### src/rtl/flop_en_pipe.sv
// flop_en_pipe: elastic enabled register pipeline with valid/ready and bubble collapsing.
// Defining FLOP_PIPE_OCC_EN adds the occ port and its occupancy counter.
module flop_en_pipe #(
    parameter int WIDTH = 8,
    parameter int DEPTH = 2,
    parameter logic [WIDTH-1:0] RST_VAL = '0
) (
    input  logic             clk,
    input  logic             rst,
    input  logic             en,
    input  logic             flush,
    input  logic             in_valid,
    output logic             in_ready,
    input  logic [WIDTH-1:0] d,
    output logic             out_valid,
    input  logic             out_ready,
    output logic [WIDTH-1:0] q
`ifdef FLOP_PIPE_OCC_EN
    ,
    output logic [$clog2(DEPTH+1)-1:0] occ
`endif
);
    logic [DEPTH-1:0] v_q, v_d;
    logic [DEPTH:0]   adv, vs;
    logic [WIDTH-1:0] r_q [DEPTH];
    logic [WIDTH-1:0] r_d [DEPTH];
    logic [WIDTH-1:0] rs  [DEPTH+1];
    // vs/rs index i is the source feeding stage i; index DEPTH is the output stage itself
    always_comb begin
        adv[DEPTH] = out_ready;
        for (int i = DEPTH-1; i >= 0; i--) adv[i] = ~v_q[i] | adv[i+1];
        vs = {v_q, in_valid};
        rs[0] = d;
        for (int i = 0; i < DEPTH; i++) rs[i+1] = r_q[i];
        for (int i = 0; i < DEPTH; i++) begin
            v_d[i] = flush ? 1'b0 : (en & adv[i]) ? vs[i] : v_q[i];
            r_d[i] = (en & adv[i] & vs[i] & ~flush) ? rs[i] : r_q[i];
        end
    end
    always_ff @(posedge clk) begin
        for (int i = 0; i < DEPTH; i++) r_q[i] <= rst ? RST_VAL : r_d[i];
        v_q <= rst ? '0 : v_d;
    end
    assign in_ready  = en & adv[0];
    assign out_valid = en & vs[DEPTH];
    assign q         = rs[DEPTH];
`ifdef FLOP_PIPE_OCC_EN
    localparam int OW = $clog2(DEPTH+1);
    logic [OW-1:0] occ_q, occ_d;
    always_comb occ_d = flush ? '0 : occ_q + OW'(in_ready & in_valid) - OW'(out_valid & out_ready);
    always_ff @(posedge clk) occ_q <= rst ? '0 : occ_d;
    assign occ = occ_q;
`endif
endmodule

### config.mk
export PLATFORM = sky130hd
export DESIGN_NAME = flop_en_pipe
export DESIGN_NICKNAME = d
export VERILOG_FILES = /design/src/rtl/flop_en_pipe.sv
export SDC_FILE = /design/constraint.sdc
export NUM_CORES = 1
export LEC_CHECK = 0
export BUFFER_PORTS_ARGS = -buffer_cell sky130_fd_sc_hd__buf_4
export CORE_MARGIN = 2
export CORE_UTILIZATION = 50
export CTS_CLUSTER_DIAMETER = 100
export DETAILED_ROUTE_END_ITERATION = 8
export PLACE_DENSITY = 0.84
export SYNTH_ARGS = -nofsm -noshare
export SYNTH_HDL_FRONTEND = slang
export SYNTH_SLANG_ARGS = --single-unit
### constraint.sdc
create_clock -name clk -period 1.94 [get_ports clk]
set_input_delay 0.291 -clock clk [delete_from_list [all_inputs] [get_ports clk]]
set_output_delay 0.291 -clock clk [all_outputs]
set_load 0.03 [all_outputs]
==> metrics.md <==
| Metric | Value |
|---|---|
| Run status | complete, no violations |
| Peak Freq | between 700 and 800 MHz |
| Slew Limit Headroom | 0.740 |
| Startpoint Class | flop |
| Pre-antenna DRT Iters | 4 |
| RSZ-0062 raised after global routing | no |
| Highest metal used | met3 |
| Async set-or-reset flop fraction in the synthesized netlist | 0 |
| Number of global-route vias before repair | 537 |
| M1 WL | 603 microns |
| Flop pwr share | 0.612 |
| Setup TNS Final | 0 ps |
| Number of setup buffers added after CTS | 0 |
| Period utilisation layout | 0.731 |
| Sw Pwr | 0.134 mW |
| Internal power | 0.486 mW |
| Fin area | 1000 sq um |
| Initial Util | 0.549 |
| Multi-input combinational cell area | 413 sq um |
| Final ANT Viol Nets | 0 |
| DPL Wire Length | 986 microns |
| CTS Buf Count | 3 |
| Peak supply drop | roughly 470 uV |
| Clock sink total | 18 |
| Setup Skew | 3.66 ps |
| Clock share of power | 0.283 |
| Buffers on Ports | 23 |
| Clk Latency, worst-skew pair | between 200 and 300 ps |
| Setup-failing EPs final | 0 |
| Most numerous cell in the Yosys netlist | nand2b_1 |
| Post-Syn Instances | 82 |
| Syn nets | 96 |
| Design Power | 0.619 mW |
| Initial DRC count | 4 |
| Clock slew seen by the registers of the worst setup and hold paths | 90 ps |
| Sw frac | 0.216 |
| Sequential fraction of the synthesis area | 0.421 |
| GR Util All Layers | 0.154 |
| Die Footprint | 2060 sq um |
| Largest net degree at the start of global routing | 27 |
| Minimum clock period | 1420 ps |
| Final Wtd Congestion | 0.818 |
| Post-Syn Area per Cell | approximately 10 sq um |
| H-Tree Depth | 1 |
| Area after DPL | a little under 1000 sq um |
| CTS tree | done |
| First-pass GRT wire length | roughly 2200 microns |
| Max cap viols | 0 |
| Most frequent cells after synthesis | nand2b_1 (24), dfxtp_1 (18), mux2i_1 (16), buf_4 (8) |
| DR vias | 578 |
| Area of the core | 1560 sq um |
| Yosys cell types | 18 |
| DRC | 0 |
| Synth warn | 0 |
| Synth top area share | 0.421 |
| Std-Cell Rows | 14 |
| Mapped Area | approximately 860 sq um |
| Routed WL | about 1300 microns |
| DR WL/cell | 11.7 microns |
| Cells along the critical path | and2b_4, a21oi_1, buf_4 |
| Yosys reg bits | 18 |
| Global route overflow | 0 |
| Largest area contributor in the netlist | dfxtp_1 |
| Synth Flop Type | dfxtp_1 |
| Arrival time at the worst endpoint | 1130 ps |
| Pwr dens | 619 nW/um^2 |
| Met2 wire length | 678 microns |
| Hold Buf Count CTS | 0 |
| Pins over their slew limit | 0 |
| Initial antenna violation count | 0 |
| Die height | 45.4 microns |
| Final hold vios | 0 |
| Post-CTS sizing | 0 |
| Fillers | approximately 130 |
| Worst path slowest cell | dfxtp_1 |
| EDFF count, synth | 0 |
| Die W | between 40 and 50 microns |
| Critical path class | flop to output port |
| Share of cells above drive strength 1 | 0.327 |
| Leak | 0.389 nW |
| Worst slew pin tran | 390 ps |
| CTS Buffer Depth | 2 |
| Combinational power share | 0.105 |
| Req. time, crit path | 1650 ps |
| Antenna diodes | 0 |
| Ranking of synthesized cells by area | dfxtp_1 (42%), mux2i_1 (19%), nand2b_1 (18%) |
| Root buffer selected by CTS | clkbuf_4 |
| Tightest Hold Check Type | primary input to flop |
| WL met3 | between 50 and 60 microns |
| Worst stage delay on the critical path | 340 ps |
| Max FO, Critical Path | 4 |
| Reg area | roughly 360 sq um |
| Io pins | 24 |
| Area Growth Syn to Fin | 16.8% |
| Via density | 5.07 |
| Critical path capture point type | output port |
| NumNets Final | 114 |
critical path, delay by kind of cell, from the launching register on:
family                 cells  cell delay (ps)
flip-flops                 1              340
AND/OR/NAND/NOR            1              190
buffers and inverters      1              170
AO/OA/AOI/OAI              1              140
power groups by stage:
stage / clock network, mW / logic (mW) / registers (mW)
finish: 0.175 / 0.0651 / 0.379
global route: 0.202 / 0.0713 / 0.380
CTS: 0.184 / 0.0658 / 0.379
detailed placement: 0 / 0.0656 / 0.387
global placement: 0 / 0.0642 / 0.387
floorplan: 0 / 0.0361 / 0.387
through the flow:
stage	utilization	hold WS, ps	worst slack, ps	instances
6_report	0.641	210	521	114
5_1_grt	0.641	190	426	114
4_1_cts	0.641	196	507	114
3_5_place_dp	0.627	464	656	111
3_3_place_gp	0.627	464	679	111
2_1_floorplan	-	369	650	82
routing by layer:
layer / track usage / vias to the layer above
met1: 0.204 / 271
met4: 0.0588 / 0
met2: 0.229 / 10
met3: 0.0595 / 0
met5: 0 / -
li1: - / 297
cell families after synthesis:
family	Yosys count	synth area share
AOI/OAI and AO/OA	5	0.0482
buffers and inverters	12	0.0965
DFF	18	0.421
muxes	16	0.187
and+or+nand+nor	31	0.247
worst paths after layout:
check | from | to | slack [ps] | cells after the start
max | v_q[1] | in_ready | 520 | 3
min | flush | v_q[0] | 210 | 2
max reg2reg | v_q[1] | r_q[0][12] | 700 | 4
min reg2reg | r_q[0][13] | r_q[0][13] | 480 | 2
registers in the layout, indices dropped and copies added, names as in the netlist:
signal / count
r_q: 16
v_q: 2
final cells by class:
| cell class | count | share of cell area |
|---|---|---|
| tap | 16 | 0.0200 |
| inverter | 1 | 0.00375 |
| multi-input combinational | 52 | 0.413 |
| clock buffer | 3 | 0.0225 |
| sequential | 18 | 0.360 |
| timing repair buffer | 24 | 0.180 |
placed cells by master, fill, tap and decap left out:
cell type,netlist,routed
nor3_1,1,1
a211oi_1,1,1
mux2i_1,16,16
inv_2,1,1
dfxtp_1,18,18
nand2_1,2,2
clkbuf_4,0,3
and2_2,1,1
buf_4,8,24
nand3b_1,1,1
a22oi_1,1,1
nand2b_1,24,24
nor4b_4,1,1
a21oi_1,1,1
a21oi_4,1,1
o21ai_0,1,1
and2b_4,1,1
No activity file was read; power rests on OpenSTA's default activity.
